## src/rtl/port_pkg.sv

```systemverilog
// Shared pitch-word definitions for the PORT glide generator and its downstream NCO.
// Pitch word layout: {base increment, octave shift}.
package port_pkg;

    localparam int unsigned PITCH_W = 16;
    localparam int unsigned BASE_W  = 13;
    localparam int unsigned OCT_W   = 3;

    typedef struct packed {
        logic [BASE_W-1:0] base;
        logic [OCT_W-1:0]  oct;
    } pitch_t;

    // Largest result is 0x1FFF << 7 = 0xFFF80, so any accumulator of 20 bits or more holds it.
    function automatic logic [31:0] pitch_to_inc(input logic [PITCH_W-1:0] pitch,
                                                 input int unsigned        acc_w);
        pitch_t      p;
        logic [31:0] inc;
        p   = pitch_t'(pitch);
        inc = 32'(p.base) << p.oct;
        if (acc_w < 32) begin
            inc = inc & ((32'd1 << acc_w) - 32'd1);
        end
        return inc;
    endfunction

endpackage

```

## src/rtl/nco_prescaler.sv

```systemverilog
// Free-running sample-rate divider: counts 0..DIV-1 and emits a registered
// one-clock tick on each wrap. Reusable by any sample-rate stage.
module nco_prescaler #(
    parameter int unsigned DIV = 256
) (
    input  logic clk,
    input  logic rst,
    output logic tick
);

    localparam int unsigned CNT_W = (DIV > 2) ? $clog2(DIV) : 1;
    localparam logic [CNT_W-1:0] CNT_LAST = CNT_W'(DIV - 1);

    logic [CNT_W-1:0] cnt_q;
    logic [CNT_W-1:0] cnt_d;
    logic             tick_q;
    logic             tick_d;

    always_comb begin
        cnt_d  = cnt_q + CNT_W'(1);
        tick_d = 1'b0;
        if (cnt_q == CNT_LAST) begin
            cnt_d  = '0;
            tick_d = 1'b1;
        end
    end

    always_ff @(posedge clk) begin
        if (rst) begin
            cnt_q  <= '0;
            tick_q <= 1'b0;
        end else begin
            cnt_q  <= cnt_d;
            tick_q <= tick_d;
        end
    end

    assign tick = tick_q;

endmodule

```

## src/rtl/port_nco.sv

```systemverilog
// Tick-rate NCO fed by the PORT pitch word: sawtooth, PWM square and wrap strobe.
// Define PORT_NCO_TRI_OUT_EN to add the TRI_OUT triangle output.
module port_nco
    import port_pkg::*;
#(
    parameter int unsigned ACC_W = 24,
    parameter int unsigned DIV   = 256,
    parameter int unsigned OUT_W = 12
) (
    input  logic               clk,
    input  logic               rst,
    input  logic [PITCH_W-1:0] GEN_IN,
    input  logic [OUT_W-1:0]   PW,
    input  logic               SYNC_IN,
    output logic               TICK_OUT,
    output logic [OUT_W-1:0]   SAW_OUT,
    output logic               SQR_OUT,
`ifdef PORT_NCO_TRI_OUT_EN
    output logic [OUT_W-1:0]   TRI_OUT,
`endif
    output logic               WRAP_OUT
);

    logic             tick;
    logic [ACC_W-1:0] inc;
    logic [ACC_W-1:0] acc_sum;
    logic             carry;
    logic             sync_rise;

    logic [ACC_W-1:0] acc_q,     acc_d;
    logic [OUT_W-1:0] saw_q,     saw_d;
    logic             sqr_q,     sqr_d;
    logic             wrap_q,    wrap_d;
    logic             sync_in_q;
    logic             sync_pend_q, sync_pend_d;
`ifdef PORT_NCO_TRI_OUT_EN
    logic [OUT_W-1:0] tri_q,     tri_d;
`endif

    nco_prescaler #(
        .DIV (DIV)
    ) u_prescaler (
        .clk  (clk),
        .rst  (rst),
        .tick (tick)
    );

    assign inc                = ACC_W'(pitch_to_inc(GEN_IN, ACC_W));
    assign {carry, acc_sum}   = {1'b0, acc_q} + {1'b0, inc};
    assign sync_rise          = SYNC_IN & ~sync_in_q;

    always_comb begin
        acc_d       = acc_q;
        saw_d       = saw_q;
        sqr_d       = sqr_q;
        wrap_d      = 1'b0;
        sync_pend_d = sync_pend_q | sync_rise;
`ifdef PORT_NCO_TRI_OUT_EN
        tri_d       = tri_q;
`endif
        if (tick) begin
            // A pending sync overrides the add; an edge arriving in this same cycle
            // is kept pending for the following tick.
            if (sync_pend_q) begin
                acc_d       = '0;
                sync_pend_d = sync_rise;
            end else begin
                acc_d  = acc_sum;
                wrap_d = carry;
            end
            saw_d = acc_d[ACC_W-1 -: OUT_W];
            sqr_d = (saw_d < PW);
`ifdef PORT_NCO_TRI_OUT_EN
            tri_d = acc_d[ACC_W-1] ? ~acc_d[ACC_W-2 -: OUT_W] : acc_d[ACC_W-2 -: OUT_W];
`endif
        end
    end

    always_ff @(posedge clk) begin
        if (rst) begin
            acc_q       <= '0;
            saw_q       <= '0;
            sqr_q       <= 1'b0;
            wrap_q      <= 1'b0;
            sync_in_q   <= 1'b0;
            sync_pend_q <= 1'b0;
`ifdef PORT_NCO_TRI_OUT_EN
            tri_q       <= '0;
`endif
        end else begin
            acc_q       <= acc_d;
            saw_q       <= saw_d;
            sqr_q       <= sqr_d;
            wrap_q      <= wrap_d;
            sync_in_q   <= SYNC_IN;
            sync_pend_q <= sync_pend_d;
`ifdef PORT_NCO_TRI_OUT_EN
            tri_q       <= tri_d;
`endif
        end
    end

    assign TICK_OUT = tick;
    assign SAW_OUT  = saw_q;
    assign SQR_OUT  = sqr_q;
    assign WRAP_OUT = wrap_q;
`ifdef PORT_NCO_TRI_OUT_EN
    assign TRI_OUT  = tri_q;
`endif

endmodule

```

## config.mk

```make
export PLATFORM = sky130hd
export DESIGN_NAME = port_nco
export DESIGN_NICKNAME = d
export VERILOG_FILES = /design/src/rtl/port_pkg.sv /design/src/rtl/nco_prescaler.sv /design/src/rtl/port_nco.sv
export SDC_FILE = /design/constraint.sdc
export NUM_CORES = 1
export LEC_CHECK = 0
export CELL_PAD_IN_SITES_DETAIL_PLACEMENT = 1
export CELL_PAD_IN_SITES_GLOBAL_PLACEMENT = 1
export CORE_ASPECT_RATIO = 0.6
export CORE_MARGIN = 2
export CORE_UTILIZATION = 41
export DETAILED_ROUTE_END_ITERATION = 12
export PLACE_DENSITY_LB_ADDON = 0.1
export SLEW_MARGIN = 0
export SYNTH_ARGS = -nofsm -noshare
export SYNTH_HDL_FRONTEND = slang
export SYNTH_SLANG_ARGS = --single-unit
```

## constraint.sdc

```tcl
create_clock -name clk -period 5.63 [get_ports clk]
set_clock_uncertainty 0.15 [all_clocks]
set_input_delay 0.563 -clock clk [delete_from_list [all_inputs] [get_ports clk]]
set_output_delay 0.563 -clock clk [all_outputs]
set_load 0.02 [all_outputs]
```

Word-level counts from Yosys, hierarchy flattened
Index checks and enable logic that the tools add are counted.

Word-level logic and storage cells: 24. Register bits after elaboration: 49. Bits of input ports: 31. Output and inout bits: 15.

Bitwise operators: 4. Equality and inequality tests: 1. Magnitude comparators: 1. Multiplexer cells: 5. $add $sub $neg: 2. Shift-type cells: 1. Reductions and logical operators: 2.

Operators with widths (number): $mux 24 (2); $add 24x24->25 (1); $shl 13x3->24 (1); $lt 12x12->1 (1); $add 8x1->8 const B (1); $eq 8x8->1 const B (1); $mux 1 (3); $reduce_or 3->1 (1); $not 1->1 (2); $reduce_or 2->1 (1); $and 1x1->1 (1); $or 1x1->1 (1).

Depth between registers and ports, before layout
Depth in word-level cells: 5. Mapped depth: 21.

Hierarchy
Synthesis repeated with hierarchy kept, for this count alone.

Cells, all modules: 455. Area total of the unflattened synthesis: 3419.5 um2.

By module, submodules not included: port_nco (times used 1, cells each 414, area each 3052.9 um2, seq. area each 560.5 um2); nco_prescaler (times used 1, cells each 41, area each 366.6 um2, seq. area each 180.2 um2).

Worst setup path before layout
Ideal clock, no wire load.

Kind: input to register. Start point: in GEN_IN[0]. End point: reg sqr_q (netlist: SQR_OUT). Arrival time: 4.064 ns. Path slack: 1.342 ns. Cell stages on the path: 17. Data required time: 5.405 ns. Cell sequence: clkbuf_1 buf_2 mux2i_1 mux2_2 a21oi_1 ha_1 a2111o_1 o21ai_2 o22ai_2 a21oi_2 nor2_1 mux2_1 ha_1 a211o_1 a21oi_1 nand4_1 o22ai_1.

Longest elaborated chain between the ends: 5.

Ends and longest elaborated chain: from (decl) (line port_nco.sv:12) `input logic [PITCH_W-1:0] GEN_IN,`; $shl 13x3->24 (line port_pkg.sv:20) `inc = 32'(p.base) << p.oct;`; $add 24x24->25 (line port_nco.sv:49) `assign {carry, acc_sum} = {1'b0, acc_q} + {1'b0, inc};`; $mux 24 (line port_nco.sv:64) `if (sync_pend_q) begin`; $mux 24 (line port_nco.sv:61) `if (tick) begin`; $lt 12x12->1 (line port_nco.sv:72) `sqr_d = (saw_d < PW);`; to (signal assigned) (line port_nco.sv:93) `sqr_q <= sqr_d;`; to (decl) (line port_nco.sv:32) `logic sqr_q, sqr_d;`.

Every way passes these cells. The select of a mux whose other input is x is not followed. A chain may end at the register's enable or synchronous reset.

Final worst setup path
Same ends and word-level chain as after synthesis.

==> results_dict.tcl <==
set metrics [dict create \
    hp-class "flip-flop to flip-flop" \
    r2r_start "acc_q[1]$_SDFFE_PP0P_" \
    drt_pass1_iterations 4 \
    synth_warnings 0 \
    finalCriticalPeriod_ns 5.22 \
    ant_nets 0 \
    grt.overflow.total 0 \
    cts_sinks 37 \
    cp-start-kind "input port" \
    drv_slew 0 \
    leakagePower_nw 1.60 \
    place_congestion 0.829 \
    syn_to_final_growth_pct 19.1 \
    critical_path_class "input port to flip-flop" \
    max_freq_mhz 192 \
    cellPowerDensity_nw_per_um2 183 \
    multi_input_area_um2 2230 \
    synth_area_leaders "dfxtp_1 23%, ha_1 13%, nand2_1 6.6%, nor2_1 5.4%, o21ai_0 4.7%" \
    syn-num-nets 485 \
    p_clk_share_pct 40.3 \
    clk_pin_slew_worst_paths_ns 0.06 \
    cts-buffers-inserted 5 \
    fill_cells 943 \
    p_int_mw 0.493 \
    switching_share_pct 29.2 \
    rsz0062_at_grt "false" \
    finalSetupTns_ns 0 \
    initial_core_util_pct 43.2 \
    synth_top_flop_cell "dfxtp_1" \
    worstPathMaxFanout 10 \
    drtIter0Drc 173 \
    arrival_ns 5.29 \
    vias 3016 \
    wirelength_mm 9.27 \
    row_count 24 \
    via_per_inst 5.42 \
    grt_pass1_vias 3097 \
    cts_root_buffer "clkbuf_16" \
    reg2regPathDepth 13 \
    synth_top_area_share_pct 23.1 \
    cts_resized 0 \
    synth_common_cells "56 x nand2_1, 46 x nor2_1, 37 x dfxtp_1, 32 x ha_1, 30 x o21ai_0" \
    post-synth-top-area-cell "dfxtp_1" \
    r2r_end "SQR_OUT$_SDFFE_PP0P_" \
    grt_antenna_before_repair 0 \
    postCtsSetupBuffers 0 \
    hold_path_depth 1 \
    die_w_um 118 \
    core-area_um2 7420 \
    drive_gt1_share_pct 7.08 \
    io_buffers 45 \
    maxCapViolCount 0 \
    ctsHoldBuffers 0 \
    place_ws_ns 0.231 \
    syn_avg_cell_area_um2 7.61 \
    fin_nets 515 \
    seq_power_share_pct 38.8 \
    clkLatencyLatePin_ns 0.29 \
    synthArstFlopShare_pct 0 \
    power.switching_mw 0.204 \
    io_pins 46 \
    dp_cells 548 \
    cp.required_ns 5.70 \
    htreeDepth 2 \
    diodes 0 \
    combinationalPowerShare_pct 20.9 \
    ir_drop_uv 128 \
    cp-end-kind "flip-flop" \
    syn-cell-area_um2 3200 \
    grt_first_pass_wirelength_mm 15.8 \
    setup_slack_ns 0.414 \
    finalCritPeriodShare_pct 92.7 \
    yosys_register_bits 37 \
    clockBufferDepth 2 \
    hpwlAfterDp_mm 7.48 \
    synth_most_common_cell "nand2_1" \
    cpMostUsedCell "nand2_1" \
    cts_tree "done" \
    grt_max_degree 23 \
    max_stage_delay_ns 0.75 \
    setup_viol 0 \
    synth_edf_count 0 \
    yosysSeqAreaShare_pct 23.1 \
    die_h_um 72.5 \
    instances_no_fill 556 \
    ff2ff_setup_slack_ns 1.95 \
    drc_errors 0 \
    hp-start "u_prescaler.cnt_q[0]$_SDFF_PP0_" \
    hold_viol_final 0 \
    wire_per_inst_um 16.7 \
    worstHoldEndpoint "u_prescaler.cnt_q[0]$_SDFF_PP0_" \
    syn_inst 421 \
    relSlewSlack_pct 54.0 \
    regArea_um2 741 \
    outcome "finished, final reports clean" \
    cp_slowest_cell "clkdlybuf4s50_1" \
    synth_cell_types 52 \
    path_cells "clkdlybuf4s50_1 -> buf_4 -> mux2i_1 -> nand2_1 -> nand2_1 -> o21ai_0 -> ha_1 -> nand2_1 -> nor2_1 -> a21oi_1 -> o22ai_2 -> a21oi_2 -> nor2_1 -> mux2_1 -> ha_1 -> a211o_1 -> a21oi_1 -> nand4_1 -> o22ai_1" \
    die_area_um2 8560 \
    grt.total_usage_pct 23.3 \
    tightest_slew_ns 0.689 \
]
-- cell usage in the layout (no fill, tap or decap), types with 4 or more instances in the layout --
cell             count
a211oi_1             4
a21o_1               5
a21oi_1             22
a22o_1               4
and2_1               4
buf_4                4
clkbuf_16            5
clkdlybuf4s50_1     45
dfxtp_1             37
ha_1                32
inv_1               23
mux2_2               5
mux2i_1             13
nand2_1             56
nand2b_1             7
nand3_1              7
nor2_1              46
nor2b_1              8
o21a_1               4
o21ai_0             30
o21ai_1              7
o21ai_2              4
o22ai_1              5
xnor2_1              9
xor2_1              16
-- through the flow --
stage | hold slack, ns | area, um^2 | power, mW | utilization, %
after global routing | 0.350 | 3810 | 0.737 | 51.4
after CTS | 0.318 | 3810 | 0.706 | 51.4
after global placement | 0.289 | 3670 | 0.416 | 49.5
after detailed placement | 0.303 | 3670 | 0.420 | 49.5
after floorplan | 0.276 | 3200 | 0.367 | -
final | 0.319 | 3810 | 0.697 | 51.4
-- cell type report --
class / instances / area share (%)
repair buffers: 49 / 12.6
flip-flops and latches: 37 / 19.4
multi-input cells: 334 / 58.4
well taps: 104 / 3.41
inverters: 24 / 2.36
clock buffers: 5 / 3.28
clock inverters: 3 / 0.558
-- how the worst max path moves through the flow --
stage                          from                   end  slack [ns]  cells after the start
after detailed placement  GEN_IN[0]  SQR_OUT$_SDFFE_PP0P_        0.23                     19
final                     GEN_IN[0]  SQR_OUT$_SDFFE_PP0P_        0.41                     19
after global routing      GEN_IN[0]  SQR_OUT$_SDFFE_PP0P_        0.12                     19
after global placement    GEN_IN[0]  SQR_OUT$_SDFFE_PP0P_        0.36                     19
after CTS                 GEN_IN[0]  SQR_OUT$_SDFFE_PP0P_        0.51                     19
after floorplan           GEN_IN[0]  SQR_OUT$_SDFFE_PP0P_        1.34                     17
-- critical path: cells and delay by family --
kind | cells | cell delay [ns]
and+or+nand+nor | 6 | 0.81
muxes | 2 | 0.71
adders and majority gates | 2 | 0.77
buffers and inverters | 2 | 0.99
AOI/OAI and AO/OA | 7 | 1.43
-- power by group through the flow --
stage / logic, mW / clock network, mW / registers [mW]
2_1_floorplan: 0.0946 / 0 / 0.272
3_3_place_gp: 0.140 / 0 / 0.276
3_5_place_dp: 0.144 / 0 / 0.276
4_1_cts: 0.145 / 0.291 / 0.270
5_1_grt: 0.164 / 0.302 / 0.271
6_report: 0.145 / 0.281 / 0.270
-- per-layer routing --
| metal | global-route usage [%] | wire (um) | vias up |
|---|---|---|---|
| li1 | - | - | 1529 |
| met1 | 34.7 | 5070 | 1421 |
| met2 | 34.6 | 3600 | 61 |
| met3 | 5.11 | 547 | 5 |
| met4 | 4.02 | 56 | 0 |
| met5 | 0 | 0 | - |
-- cell families after synthesis --
kind of cell / count (synthesis) / synth area share (%)
adder cells (fa/ha/maj): 33 / 13.1
XOR/XNOR: 25 / 6.84
AO/OA/AOI/OAI: 110 / 23.0
buffers and inverters: 50 / 7.34
multiplexers: 19 / 6.17
flip-flops: 37 / 23.1
AND/OR/NAND/NOR: 147 / 20.4
-- registers in the layout (all words and copies together), names as in the netlist --
name               count
WRAP_OUT               1
u_prescaler.cnt_q      8
acc_q                 24
SQR_OUT                1
u_prescaler.tick       1
sync_pend_q            1
sync_in_q              1
(Power assumes the default switching activity.)
